[config.mk]
export PLATFORM = sky130hd
export DESIGN_NAME = noc_ni_tx
export DESIGN_NICKNAME = d
export VERILOG_FILES = /design/src/rtl/noc_ni_tx.sv
export SDC_FILE = /design/constraint.sdc
export NUM_CORES = 1
export LEC_CHECK = 0
export CORE_ASPECT_RATIO = 1.1
export CORE_MARGIN = 8
export CORE_UTILIZATION = 25
export CTS_CLUSTER_SIZE = 25
export DETAILED_ROUTE_END_ITERATION = 10
export PLACE_DENSITY_LB_ADDON = 0.3
export SETUP_SLACK_MARGIN = 0.02
export SLEW_MARGIN = 5
export SYNTH_ARGS = -nofsm -noshare
export SYNTH_HDL_FRONTEND = slang
export SYNTH_SLANG_ARGS = --single-unit
[constraint.sdc]
create_clock -name clk -period 2.76 [get_ports clk]
set_input_delay 0.414 -clock clk [delete_from_list [all_inputs] [get_ports clk]]
set_output_delay 0.414 -clock clk [all_outputs]
set_load 0.01 [all_outputs]
[src/rtl/noc_ni_tx.sv]
// noc_ni_tx: transmit half of a mesh network interface.
// Buffers core messages in a small FIFO and serialises each one into a
// HEAD flit (XY routing info) followed by a TAIL flit (payload) towards
// the router local port over a valid/ready link.
// Optional build macro NOC_NI_PARITY_EN adds an even-parity MSB to every flit.
module noc_ni_tx #(
   parameter int ROWS       = 2,
   parameter int COLS       = 2,
   parameter int DATA_WIDTH = 32,
   parameter int X_ID       = 0,
   parameter int Y_ID       = 0,
   parameter int FIFO_DEPTH = 4,
   localparam int YW = ($clog2(ROWS) > 1) ? $clog2(ROWS) : 1,
   localparam int XW = ($clog2(COLS) > 1) ? $clog2(COLS) : 1,
`ifdef NOC_NI_PARITY_EN
   localparam int FW = DATA_WIDTH + 3
`else
   localparam int FW = DATA_WIDTH + 2
`endif
) (
   input  logic                  clk,
   input  logic                  rst,
   input  logic                  msg_valid,
   output logic                  msg_ready,
   input  logic [XW-1:0]         msg_dest_x,
   input  logic [YW-1:0]         msg_dest_y,
   input  logic [DATA_WIDTH-1:0] msg_payload,
   output logic [FW-1:0]         flit_out,
   output logic                  flit_valid,
   input  logic                  flit_ready,
   output logic                  busy,
   output logic [15:0]           pkt_sent,
   output logic                  dest_err
);

   localparam int AW = $clog2(FIFO_DEPTH);
   localparam int EW = XW + YW + DATA_WIDTH;
   localparam logic [AW:0] FULL_CNT = (AW+1)'(FIFO_DEPTH);
   localparam logic [1:0] TYPE_HEAD = 2'b01;
   localparam logic [1:0] TYPE_TAIL = 2'b10;

   typedef enum logic [1:0] {IDLE, HEAD, TAIL} state_t;

   state_t                state, state_nxt;
   logic [EW-1:0]         mem [FIFO_DEPTH];
   logic [AW-1:0]         wr_ptr, rd_ptr;
   logic [AW:0]           count;
   logic                  run;
   logic [DATA_WIDTH-1:0] tail_payload;
   logic [EW-1:0]         rd_entry;
   logic                  empty, full, accept, in_range, push, pop, flit_fire;
   logic                  load_head, load_tail, drop_valid;

   // Assemble a flit from type and data; parity (when built in) makes the whole flit even.
   function automatic logic [FW-1:0] make_flit(input logic [1:0] ftype,
                                              input logic [DATA_WIDTH-1:0] data);
      logic [FW-1:0] f;
`ifdef NOC_NI_PARITY_EN
      f = {1'b0, ftype, data};
      f[FW-1] = ^f[FW-2:0];
`else
      f = {ftype, data};
`endif
      return f;
   endfunction

   // HEAD data: dest x, dest y, src x, src y packed from bit 0 upwards, rest zero.
   function automatic logic [DATA_WIDTH-1:0] head_data(input logic [XW-1:0] dx,
                                                      input logic [YW-1:0] dy);
      logic [DATA_WIDTH-1:0] d;
      d = '0;
      d[XW-1:0]                 = dx;
      d[XW+YW-1:XW]             = dy;
      d[2*XW+YW-1:XW+YW]        = XW'(X_ID);
      d[2*XW+2*YW-1:2*XW+YW]    = YW'(Y_ID);
      return d;
   endfunction

   assign empty     = (count == '0);
   assign full      = (count == FULL_CNT);
   assign msg_ready = run & ~full;
   assign accept    = msg_valid & msg_ready;
   assign in_range  = ({1'b0, msg_dest_x} < (XW+1)'(COLS)) &&
                      ({1'b0, msg_dest_y} < (YW+1)'(ROWS));
   assign push      = accept & in_range;
   assign flit_fire = flit_valid & flit_ready;
   assign rd_entry  = mem[rd_ptr];
   assign busy      = (state != IDLE) | ~empty;

   // FSM state register.
   always_ff @(posedge clk or negedge rst) begin
      if (!rst) state <= IDLE;
      else      state <= state_nxt;
   end

   // Next-state logic: pop on IDLE-with-data or back-to-back after a TAIL handshake.
   always_comb begin
      state_nxt  = state;
      pop        = 1'b0;
      load_head  = 1'b0;
      load_tail  = 1'b0;
      drop_valid = 1'b0;
      case (state)
         IDLE: begin
            if (!empty) begin
               pop       = 1'b1;
               load_head = 1'b1;
               state_nxt = HEAD;
            end
         end
         HEAD: begin
            if (flit_fire) begin
               load_tail = 1'b1;
               state_nxt = TAIL;
            end
         end
         TAIL: begin
            if (flit_fire) begin
               if (!empty) begin
                  pop       = 1'b1;
                  load_head = 1'b1;
                  state_nxt = HEAD;
               end else begin
                  drop_valid = 1'b1;
                  state_nxt  = IDLE;
               end
            end
         end
         default: state_nxt = IDLE;
      endcase
   end

   // FIFO storage; only in-range messages are written.
   always_ff @(posedge clk) begin
      if (push) mem[wr_ptr] <= {msg_dest_y, msg_dest_x, msg_payload};
   end

   // Payload of the packet in flight, kept for the TAIL flit.
   always_ff @(posedge clk) begin
      if (load_head) tail_payload <= rd_entry[DATA_WIDTH-1:0];
   end

   // FIFO pointers/count, ready enable, packet counter and sticky error flag.
   always_ff @(posedge clk or negedge rst) begin
      if (!rst) begin
         wr_ptr   <= '0;
         rd_ptr   <= '0;
         count    <= '0;
         run      <= 1'b0;
         pkt_sent <= '0;
         dest_err <= 1'b0;
      end else begin
         run <= 1'b1;
         if (push) wr_ptr <= wr_ptr + 1'b1;
         if (pop)  rd_ptr <= rd_ptr + 1'b1;
         case ({push, pop})
            2'b10:   count <= count + 1'b1;
            2'b01:   count <= count - 1'b1;
            default: count <= count;
         endcase
         if ((state == TAIL) && flit_fire) pkt_sent <= pkt_sent + 16'd1;
         if (accept && !in_range) dest_err <= 1'b1;
      end
   end

   // Output flit register: held stable until the router takes it.
   always_ff @(posedge clk or negedge rst) begin
      if (!rst) begin
         flit_out   <= '0;
         flit_valid <= 1'b0;
      end else if (load_head) begin
         flit_out   <= make_flit(TYPE_HEAD,
                                 head_data(rd_entry[DATA_WIDTH+XW-1:DATA_WIDTH],
                                           rd_entry[EW-1:DATA_WIDTH+XW]));
         flit_valid <= 1'b1;
      end else if (load_tail) begin
         flit_out   <= make_flit(TYPE_TAIL, tail_payload);
      end else if (drop_valid) begin
         flit_valid <= 1'b0;
      end
   end

endmodule

==> impl_results.html, run 1 <==
<table>
<tr><th>Metric</th><th>Value</th></tr>
<tr><th colspan="2">Run status</th></tr>
<tr><td>Result of the run</td><td>finished, violations left</td></tr>
<tr><td>Violations in the final reports</td><td>negative hold slack</td></tr>
<tr><th colspan="2">STA</th></tr>
<tr><td>Post-layout min period</td><td>2.51 ns</td></tr>
<tr><td>Fin. max-slew vios</td><td>0</td></tr>
<tr><td>Tcrit/Tclk final</td><td>0.908</td></tr>
<tr><td>F_max</td><td>0.399 GHz</td></tr>
<tr><td>Final number of setup-violating endpoints</td><td>0</td></tr>
<tr><td>Setup tns final</td><td>0 ns</td></tr>
<tr><td>Transition time of the tightest slew-check pin</td><td>0.846 ns</td></tr>
<tr><td>Slew margin rel.</td><td>0.436</td></tr>
<tr><td>RSZ-0062 raised after global routing</td><td>false</td></tr>
<tr><td>Final hold slack</td><td>-0.00725 ns</td></tr>
<tr><td>Clock skew after layout</td><td>0.0259 ns</td></tr>
<tr><td>Number of hold-slack violations in the final timing report</td><td>4</td></tr>
<tr><th colspan="2">Yosys</th></tr>
<tr><td>Ranking of synthesized cells by area</td><td>sky130_fd_sc_hd__edfxtp_1, sky130_fd_sc_hd__dfrtp_1, sky130_fd_sc_hd__mux4_2, sky130_fd_sc_hd__nand2_1, sky130_fd_sc_hd__xnor2_1</td></tr>
<tr><td>Distinct cell type count after synthesis</td><td>38</td></tr>
<tr><td>Gate Count Post-Synth</td><td>474</td></tr>
<tr><td>Part of the Yosys area used for sequential elements</td><td>0.772</td></tr>
<tr><td>Syn avg cell area</td><td>18.0 um^2</td></tr>
<tr><td>Mapped Nets</td><td>519</td></tr>
<tr><td>Post-Syn Area</td><td>8510 um^2</td></tr>
<tr><td>Number of synthesis warnings</td><td>0</td></tr>
<tr><td>Register bit count reported by yosys</td><td>229</td></tr>
<tr><td>Number of flops mapped to enable cells by yosys</td><td>168</td></tr>
<tr><td>Most used flip-flop cell after synthesis</td><td>sky130_fd_sc_hd__edfxtp_1</td></tr>
<tr><td>Cell taking the most area after synthesis</td><td>sky130_fd_sc_hd__edfxtp_1</td></tr>
<tr><td>Ys async rst share</td><td>0.266</td></tr>
<tr><td>Area share of the largest cell type after synthesis</td><td>0.593</td></tr>
<tr><th colspan="2">CTS</th></tr>
<tr><td>Number of clock sinks</td><td>229</td></tr>
<tr><td>CTS buffer count</td><td>26</td></tr>
<tr><td>Clock tree from TritonCTS</td><td>done</td></tr>
<tr><td>Hold buffers post-CTS</td><td>0</td></tr>
<tr><td>Latest clock arrival within the worst-skew pair</td><td>0.54 ns</td></tr>
<tr><td>CTS clk-pin slew, worst paths</td><td>0.06 ns</td></tr>
<tr><td>Post-CTS setup buffer count</td><td>0</td></tr>
<tr><td>CTS-repair resized insts</td><td>0</td></tr>
<tr><td>H-tree level count</td><td>1</td></tr>
<tr><td>Clock Tree Buf Depth</td><td>3</td></tr>
<tr><td>Root Buffer Master</td><td>sky130_fd_sc_hd__clkbuf_16</td></tr>
<tr><th colspan="2">Route</th></tr>
<tr><td>Vias per cell</td><td>4.15</td></tr>
<tr><td>Number of nets still failing antenna checks after routing</td><td>0</td></tr>
<tr><td>Drt wl/cell</td><td>17.1 um</td></tr>
<tr><td>Vias after detailed routing</td><td>4336</td></tr>
<tr><td>Drt total wl</td><td>17900 um</td></tr>
<tr><td>Wire length on met2</td><td>8980 um</td></tr>
<tr><td>Metal1 wirelength</td><td>7240 um</td></tr>
<tr><td>Initial DRC Count</td><td>155</td></tr>
<tr><td>Detailed-router iteration count before antenna repair</td><td>4</td></tr>
<tr><td>Top routing layer in use</td><td>met5</td></tr>
<tr><td>Post-route DRC</td><td>0</td></tr>
<tr><td>Met3 layer wire length in the routed design</td><td>1130 um</td></tr>
<tr><th colspan="2">GRT</th></tr>
<tr><td>Maximum number of pins on one net before global-route repair</td><td>71</td></tr>
<tr><td>Wire length of the first global-routing pass</td><td>28200 um</td></tr>
<tr><td>Final global-route overflow total</td><td>0</td></tr>
<tr><td>Antenna violations before repair</td><td>2</td></tr>
<tr><td>Via count of the first global-routing pass</td><td>4859</td></tr>
<tr><td>Global-route total usage across every layer</td><td>0.0906</td></tr>
<tr><th colspan="2">Min path</th></tr>
<tr><td>Path type of the worst min-delay path</td><td>in2async</td></tr>
<tr><th colspan="2">Floorplanning</th></tr>
<tr><td>Starting Density</td><td>0.252</td></tr>
<tr><td>Floorplan row count</td><td>71</td></tr>
<tr><td>Die extent in y</td><td>210 um</td></tr>
<tr><td>Area of the die</td><td>40200 um^2</td></tr>
<tr><td>Core area</td><td>33800 um^2</td></tr>
<tr><td>Number of top-level design ports</td><td>92</td></tr>
<tr><td>Die X-Extent</td><td>192 um</td></tr>
<tr><th colspan="2">Setup path</th></tr>
<tr><td>Setup slack of the most critical reg-to-reg path</td><td>0.56 ns</td></tr>
<tr><td>Endpoint required time on the critical path</td><td>2.35 ns</td></tr>
<tr><td>Critical-path maximum fanout</td><td>6</td></tr>
<tr><td>CP Launch Type</td><td>flop</td></tr>
<tr><td>Type of element capturing the critical path</td><td>output pin</td></tr>
<tr><td>Launch instance of the worst register-to-register path</td><td>count[0]</td></tr>
<tr><td>Classification of the worst setup path</td><td>reg2out</td></tr>
<tr><td>Depth of the worst register-to-register path</td><td>10</td></tr>
<tr><td>Reg2Reg Capture Point</td><td>count[2]</td></tr>
<tr><td>Data arrival time at the worst-slack endpoint</td><td>2.09 ns</td></tr>
<tr><th colspan="2">Place</th></tr>
<tr><td>Placed instance area</td><td>10100 um^2</td></tr>
<tr><td>Placed cells</td><td>996</td></tr>
<tr><td>Detailed-placement wirelength estimate</td><td>11700 um</td></tr>
<tr><td>Count of buffers from port buffering</td><td>90</td></tr>
<tr><td>Final RePlAce weighted congestion</td><td>0.753</td></tr>
<tr><th colspan="2">Power</th></tr>
<tr><td>Reported leakage power</td><td>3.80 nW</td></tr>
<tr><td>Power density relative to cell area</td><td>1010 nW/um^2</td></tr>
<tr><td>Worst-case vdd ir drop</td><td>0.465 mV</td></tr>
<tr><th colspan="2">Cells and area</th></tr>
<tr><td>Area Overhead vs Synth</td><td>28.2%</td></tr>
<tr><td>Final core area utilization</td><td>0.323</td></tr>
<tr><td>Final design area excluding fillers</td><td>10900 um^2</td></tr>
<tr><td>Layout cells sized above 1</td><td>0.170</td></tr>
<tr><td>Most frequent cells in the layout</td><td>sky130_fd_sc_hd__edfxtp_1, sky130_fd_sc_hd__clkdlybuf4s50_1, sky130_fd_sc_hd__nand2_1</td></tr>
<tr><td>Most common library cell in the layout ignoring fill and taps</td><td>sky130_fd_sc_hd__edfxtp_1</td></tr>
<tr><td>Final standard cell count with taps included and fillers excluded</td><td>1044</td></tr>
<tr><td>Fill cell count</td><td>3245</td></tr>
<tr><td>Final net count</td><td>631</td></tr>
<tr><td>Total inserted antenna cells</td><td>0</td></tr>
<tr><th colspan="2">Run</th></tr>
<tr><td>Max-cap check violation count</td><td>0</td></tr>
</table>
==> metal layers <==
metal,up-vias,global-route usage
li1,2002,-
met1,2195,0.106
met2,97,0.158
met3,38,0.0267
met4,4,0.0263
met5,-,0
==> critical path, stage by stage (launching register included) <==
cell                              delay (ns)
sky130_fd_sc_hd__dfrtp_1                0.38
sky130_fd_sc_hd__inv_1                  0.10
sky130_fd_sc_hd__a31oi_1                0.42
sky130_fd_sc_hd__clkdlybuf4s50_1        0.67
==> state kept, by name (all words and copies together), names as in the netlist, 2 cells and up <==
name and cells:
pkt_sent 16, flit_out 34, tail_payload 32, wr_ptr 2, mem 136, rd_ptr 2, state 2, count 3
==> Yosys cell counts, types with 5 or more instances <==
cell type	count
sky130_fd_sc_hd__edfxtp_1	168
sky130_fd_sc_hd__inv_1	9
sky130_fd_sc_hd__clkbuf_1	5
sky130_fd_sc_hd__xnor2_1	15
sky130_fd_sc_hd__nor2_1	7
sky130_fd_sc_hd__mux4_2	34
sky130_fd_sc_hd__nand4_1	5
sky130_fd_sc_hd__a21oi_1	22
sky130_fd_sc_hd__o21ai_0	11
sky130_fd_sc_hd__buf_2	13
sky130_fd_sc_hd__xor2_1	6
sky130_fd_sc_hd__nand2_1	73
sky130_fd_sc_hd__nand3_1	5
sky130_fd_sc_hd__ha_1	6
sky130_fd_sc_hd__and3_1	5
sky130_fd_sc_hd__dfrtp_1	61
==> how the worst max path moves through the flow <==
stage | startpoint | to | slack [ns] | cells past startpoint
finish | count[1] | msg_ready | 0.25 | 3
global route | count[0] | msg_ready | 0.09 | 3
CTS | state[0] | busy | 0.17 | 3
detailed placement | flit_ready | count[2] | 0.35 | 9
global placement | flit_ready | count[2] | 0.37 | 9
floorplan | flit_valid | count[2] | 0.05 | 10
==> where the power goes <==
part | switching [mW] | total (mW) | leakage, nW | internal [mW]
clock | 1.33 | 3.32 | 0.404 | 1.99
combinational | 1.35 | 2.65 | 1.07 | 1.31
sequential | 0.411 | 5.01 | 2.33 | 4.59
total | 3.09 | 11.0 | 3.80 | 7.89
==> stage by stage <==
step	power (mW)	setup slack [ns]	hold slack (ns)
detailed placement	7.85	0.346	0.444
global route	11.6	0.0933	0.0451
CTS	11.2	0.170	0.0104
global placement	7.73	0.375	0.440
floorplan	6.61	0.0545	0.118
finish	11.0	0.254	-0.00725
==> cells by family after synthesis <==
logic type / Yosys count / share of synthesized area
adder cells (fa/ha/maj): 7 / 0.0112
buffers and inverters: 29 / 0.0156
other: 2 / 0.000882
multiplexers: 36 / 0.0924
XOR/XNOR: 21 / 0.0216
AO/OA/AOI/OAI: 38 / 0.0242
AND/OR/NAND/NOR: 112 / 0.0623
flip-flops: 229 / 0.772
==> area by class of cell <==
class | instances | area (um^2) | area share
clock buffer | 35 | 704 | 0.0645
clock inverter | 13 | 148 | 0.0135
inverter | 9 | 33.8 | 0.00309
multi-input combinational | 216 | 1830 | 0.168
sequential | 229 | 6570 | 0.602
tap | 438 | 548 | 0.0502
timing repair buffer | 104 | 1080 | 0.0988
(Power assumes the default switching activity.)
==> run 2, diff against run 1 <==
- RECOVER_POWER: unset -> 50
==> run 2 against run 1 <==
- the run ends with max-capacitance violations, max-slew violations left
- sequential cell count unchanged
- die area stayed put
- critical path depth stayed put
- total power shrank 0.82%
- sequential share of layout area grew 0.36 points
- via count grew 0.58%
- global-route usage unchanged
- fmax decreased by 0.27%
- final area down 0.61%
- final cell count unchanged
- clock power is essentially flat
- first-iteration DRC count is 8.4% higher
==> impl_results.html, run 2 (synthesized netlist as in run 1, its figures left out) <==
<table>
<tr><th>Metric</th><th>Value</th></tr>
<tr><th colspan="2">Place</th></tr>
<tr><td>Placed cells</td><td>996 (unchanged)</td></tr>
<tr><td>Final RePlAce weighted congestion</td><td>0.753 (unchanged)</td></tr>
<tr><td>Detailed-placement wirelength estimate</td><td>11700 um (unchanged)</td></tr>
<tr><td>Minimum setup slack after placement</td><td>0.346 ns (unchanged)</td></tr>
<tr><td>Placed instance area</td><td>10100 um^2 (unchanged)</td></tr>
<tr><td>Count of buffers from port buffering</td><td>90 (unchanged)</td></tr>
<tr><th colspan="2">CTS</th></tr>
<tr><td>H-tree level count</td><td>1 (unchanged)</td></tr>
<tr><td>Post-CTS setup buffer count</td><td>0 (unchanged)</td></tr>
<tr><td>Root Buffer Master</td><td>sky130_fd_sc_hd__clkbuf_16 (unchanged)</td></tr>
<tr><td>Clock Tree Buf Depth</td><td>3 (unchanged)</td></tr>
<tr><td>Number of clock sinks</td><td>229 (unchanged)</td></tr>
<tr><td>Clock tree from TritonCTS</td><td>done (unchanged)</td></tr>
<tr><td>CTS buffer count</td><td>26 (unchanged)</td></tr>
<tr><td>CTS clk-pin slew, worst paths</td><td>0.06 ns (about the same)</td></tr>
<tr><td>Latest clock arrival within the worst-skew pair</td><td>0.54 ns (about the same)</td></tr>
<tr><td>Hold buffers post-CTS</td><td>0 (unchanged)</td></tr>
<tr><th colspan="2">Setup path</th></tr>
<tr><td>Combined buffer and inverter count along the critical path</td><td>2 (unchanged)</td></tr>
<tr><td>Standard cell with the maximum stage delay on the critical path</td><td>sky130_fd_sc_hd__clkdlybuf4s50_1 (unchanged)</td></tr>
<tr><td>Top Family by Delay on Critical Path</td><td>buffers and inverters (unchanged)</td></tr>
<tr><td>Cells traversed along the worst timing path</td><td>inv_1 &gt; a31oi_1 &gt; clkdlybuf4s50_1 (unchanged)</td></tr>
<tr><td>Delay of the slowest cell on the worst path</td><td>0.67 ns (about the same)</td></tr>
<tr><td>Critical-path maximum fanout</td><td>6 (unchanged)</td></tr>
<tr><td>Startpoint of the worst setup timing path</td><td>count[1] (unchanged)</td></tr>
<tr><td>Endpoint required time on the critical path</td><td>2.35 ns (about the same)</td></tr>
<tr><td>Classification of the worst setup path</td><td>reg2out (unchanged)</td></tr>
<tr><td>CP Launch Type</td><td>flop (unchanged)</td></tr>
<tr><td>Launch instance of the worst register-to-register path</td><td>count[1] (was count[0])</td></tr>
<tr><td>Data arrival time at the worst-slack endpoint</td><td>2.10 ns (was 2.09 ns)</td></tr>
<tr><td>Type of element capturing the critical path</td><td>output pin (unchanged)</td></tr>
<tr><th colspan="2">Floorplanning</th></tr>
<tr><td>Core area</td><td>33800 um^2 (unchanged)</td></tr>
<tr><td>Die X-Extent</td><td>192 um (unchanged)</td></tr>
<tr><td>Area of the die</td><td>40200 um^2 (unchanged)</td></tr>
<tr><td>Starting Density</td><td>0.252 (unchanged)</td></tr>
<tr><td>Number of top-level design ports</td><td>92 (unchanged)</td></tr>
<tr><td>Floorplan row count</td><td>71 (unchanged)</td></tr>
<tr><td>Die extent in y</td><td>210 um (unchanged)</td></tr>
<tr><th colspan="2">Cells and area</th></tr>
<tr><td>Area Overhead vs Synth</td><td>27.5% (was 28.2%)</td></tr>
<tr><td>Final design area excluding fillers</td><td>10900 um^2 (about the same)</td></tr>
<tr><td>Total inserted antenna cells</td><td>0 (unchanged)</td></tr>
<tr><td>Number of flip-flops in the largest register</td><td>136 (unchanged)</td></tr>
<tr><td>Most flops, register</td><td>mem (unchanged)</td></tr>
<tr><td>Most frequent cells in the layout</td><td>sky130_fd_sc_hd__edfxtp_1, sky130_fd_sc_hd__nand2_1, sky130_fd_sc_hd__dfrtp_1 (was sky130_fd_sc_hd__edfxtp_1, sky130_fd_sc_hd__clkdlybuf4s50_1, sky130_fd_sc_hd__nand2_1)</td></tr>
<tr><td>Regs by FF count</td><td>mem: 136 flops, flit_out: 34 flops, tail_payload: 32 flops (unchanged)</td></tr>
<tr><td>Layout cells sized above 1</td><td>0.158 (was 0.170)</td></tr>
<tr><td>Final standard cell count with taps included and fillers excluded</td><td>1044 (unchanged)</td></tr>
<tr><td>Final net count</td><td>631 (unchanged)</td></tr>
<tr><td>Most common library cell in the layout ignoring fill and taps</td><td>sky130_fd_sc_hd__edfxtp_1 (unchanged)</td></tr>
<tr><th colspan="2">Route</th></tr>
<tr><td>Detailed-router iteration count before antenna repair</td><td>4 (unchanged)</td></tr>
<tr><td>Initial DRC Count</td><td>168 (was 155)</td></tr>
<tr><td>Vias per cell</td><td>4.18 (was 4.15)</td></tr>
<tr><td>Vias after detailed routing</td><td>4361 (was 4336)</td></tr>
<tr><td>Drt total wl</td><td>17900 um (about the same)</td></tr>
<tr><td>Number of nets still failing antenna checks after routing</td><td>0 (unchanged)</td></tr>
<tr><td>Post-route DRC</td><td>0 (unchanged)</td></tr>
<tr><td>Drt wl/cell</td><td>17.2 um (was 17.1 um)</td></tr>
<tr><th colspan="2">GRT</th></tr>
<tr><td>Final global-route overflow total</td><td>0 (unchanged)</td></tr>
<tr><td>Antenna violations before repair</td><td>3 (was 2)</td></tr>
<tr><td>Global-route total usage across every layer</td><td>0.0906 (unchanged)</td></tr>
<tr><td>Maximum number of pins on one net before global-route repair</td><td>71 (unchanged)</td></tr>
<tr><td>Via count of the first global-routing pass</td><td>4859 (unchanged)</td></tr>
<tr><td>Wire length of the first global-routing pass</td><td>28200 um (unchanged)</td></tr>
<tr><th colspan="2">STA</th></tr>
<tr><td>Tcrit/Tclk final</td><td>0.911 (was 0.908)</td></tr>
<tr><td>Final number of setup-violating endpoints</td><td>0 (unchanged)</td></tr>
<tr><td>Transition time of the tightest slew-check pin</td><td>1.67 ns (was 0.846 ns)</td></tr>
<tr><td>Setup tns final</td><td>0 ns (unchanged)</td></tr>
<tr><td>Post-layout min period</td><td>2.51 ns (about the same)</td></tr>
<tr><td>Fin. max-slew vios</td><td>62 (was 0)</td></tr>
<tr><td>Number of hold-slack violations in the final timing report</td><td>0 (was 4)</td></tr>
<tr><td>F_max</td><td>0.398 GHz (was 0.399 GHz)</td></tr>
<tr><td>Clock skew after layout</td><td>0.0242 ns (was 0.0259 ns)</td></tr>
<tr><td>Minimum setup slack in the final design</td><td>0.247 ns (was 0.254 ns)</td></tr>
<tr><td>RSZ-0062 raised after global routing</td><td>false (unchanged)</td></tr>
<tr><td>Slew margin rel.</td><td>-0.112 (was 0.436)</td></tr>
<tr><th colspan="2">Run status</th></tr>
<tr><td>Violations in the final reports</td><td>max-capacitance violations, max-slew violations (was negative hold slack)</td></tr>
<tr><td>Result of the run</td><td>finished, violations left (unchanged)</td></tr>
<tr><th colspan="2">Power</th></tr>
<tr><td>Worst-case vdd ir drop</td><td>0.464 mV (was 0.465 mV)</td></tr>
<tr><td>Reported leakage power</td><td>3.79 nW (was 3.80 nW)</td></tr>
<tr><td>Power density relative to cell area</td><td>1000 nW/um^2 (was 1010 nW/um^2)</td></tr>
<tr><th colspan="2">Min path</th></tr>
<tr><td>Path type of the worst min-delay path</td><td>in2async (unchanged)</td></tr>
<tr><th colspan="2">Run</th></tr>
<tr><td>Max-cap check violation count</td><td>1 (was 0)</td></tr>
</table>
[run 2: cell types whose count changed in the layout (fill, tap and decap cells not counted), sizes merged]
cell	change
dlygate4sd3	+34
clkbuf	+5
buf	-5
clkdlybuf4s50	-34
[run 2: power by group]
| part | switching, mW | internal (mW) |
|---|---|---|
| combinational | 1.34 | 1.23 |
| clock | 1.33 | 1.99 |
| sequential | 0.404 | 4.60 |
| total | 3.07 | 7.82 |
[run 2: repair_timing]
item	4_1_cts	5_1_grt
gates resized for setup	0	1
endpoints found under the setup margin	0	1
endpoints found under the hold margin	0	0
[run 2: path summary, 6_finish.rpt]
path	slack (ns)	to	cells after the start
worst max-delay path	0.25	msg_ready	3
min in group clk	0.46	flit_out[9]	2
worst min-delay path	0.32	flit_out[1]	1
worst min register to register	0.46	flit_out[9]	2
max in group asynchronous	1.33	rd_ptr[1]	1
worst max register to register	0.51	count[2]	10
[run 2: per-stage QoR]
| step | power [mW] | util | hold WS, ns |
|---|---|---|---|
| 5_1_grt | 11.5 | 0.321 | 0.442 |
| 2_1_floorplan | 6.61 | - | 0.118 |
| 3_3_place_gp | 7.73 | 0.297 | 0.440 |
| 3_5_place_dp | 7.85 | 0.297 | 0.444 |
| 4_1_cts | 11.2 | 0.322 | 0.0104 |
| 6_report | 10.9 | 0.321 | 0.318 |
[run 2: final cells by class]
class | instances | area (um^2)
inverter | 9 | 33.8
sequential | 229 | 6570
tap | 438 | 548
fill | 3255 | 23000
clock inverter | 13 | 148
multi-input combinational | 216 | 1810
clock buffer | 35 | 704
timing repair buffer | 104 | 1040
[run 2: routing by layer]
layer  global-route usage  routed length, um  vias to the layer above  part of all wire
met1                0.106               7330                     2226              0.41
met2                0.158               9000                       90              0.50
met5                    0                 43                        -            0.0024
met4               0.0263                466                        6             0.026
met3               0.0267               1060                       38             0.059
li1                     -                  -                     2001                 -
==> run 3, diff against run 2 <==
- SLEW_MARGIN: 5 -> unset
==> results of run 3 <==
Same layout as run 2: the final DEF is identical, and so are final timing and power.
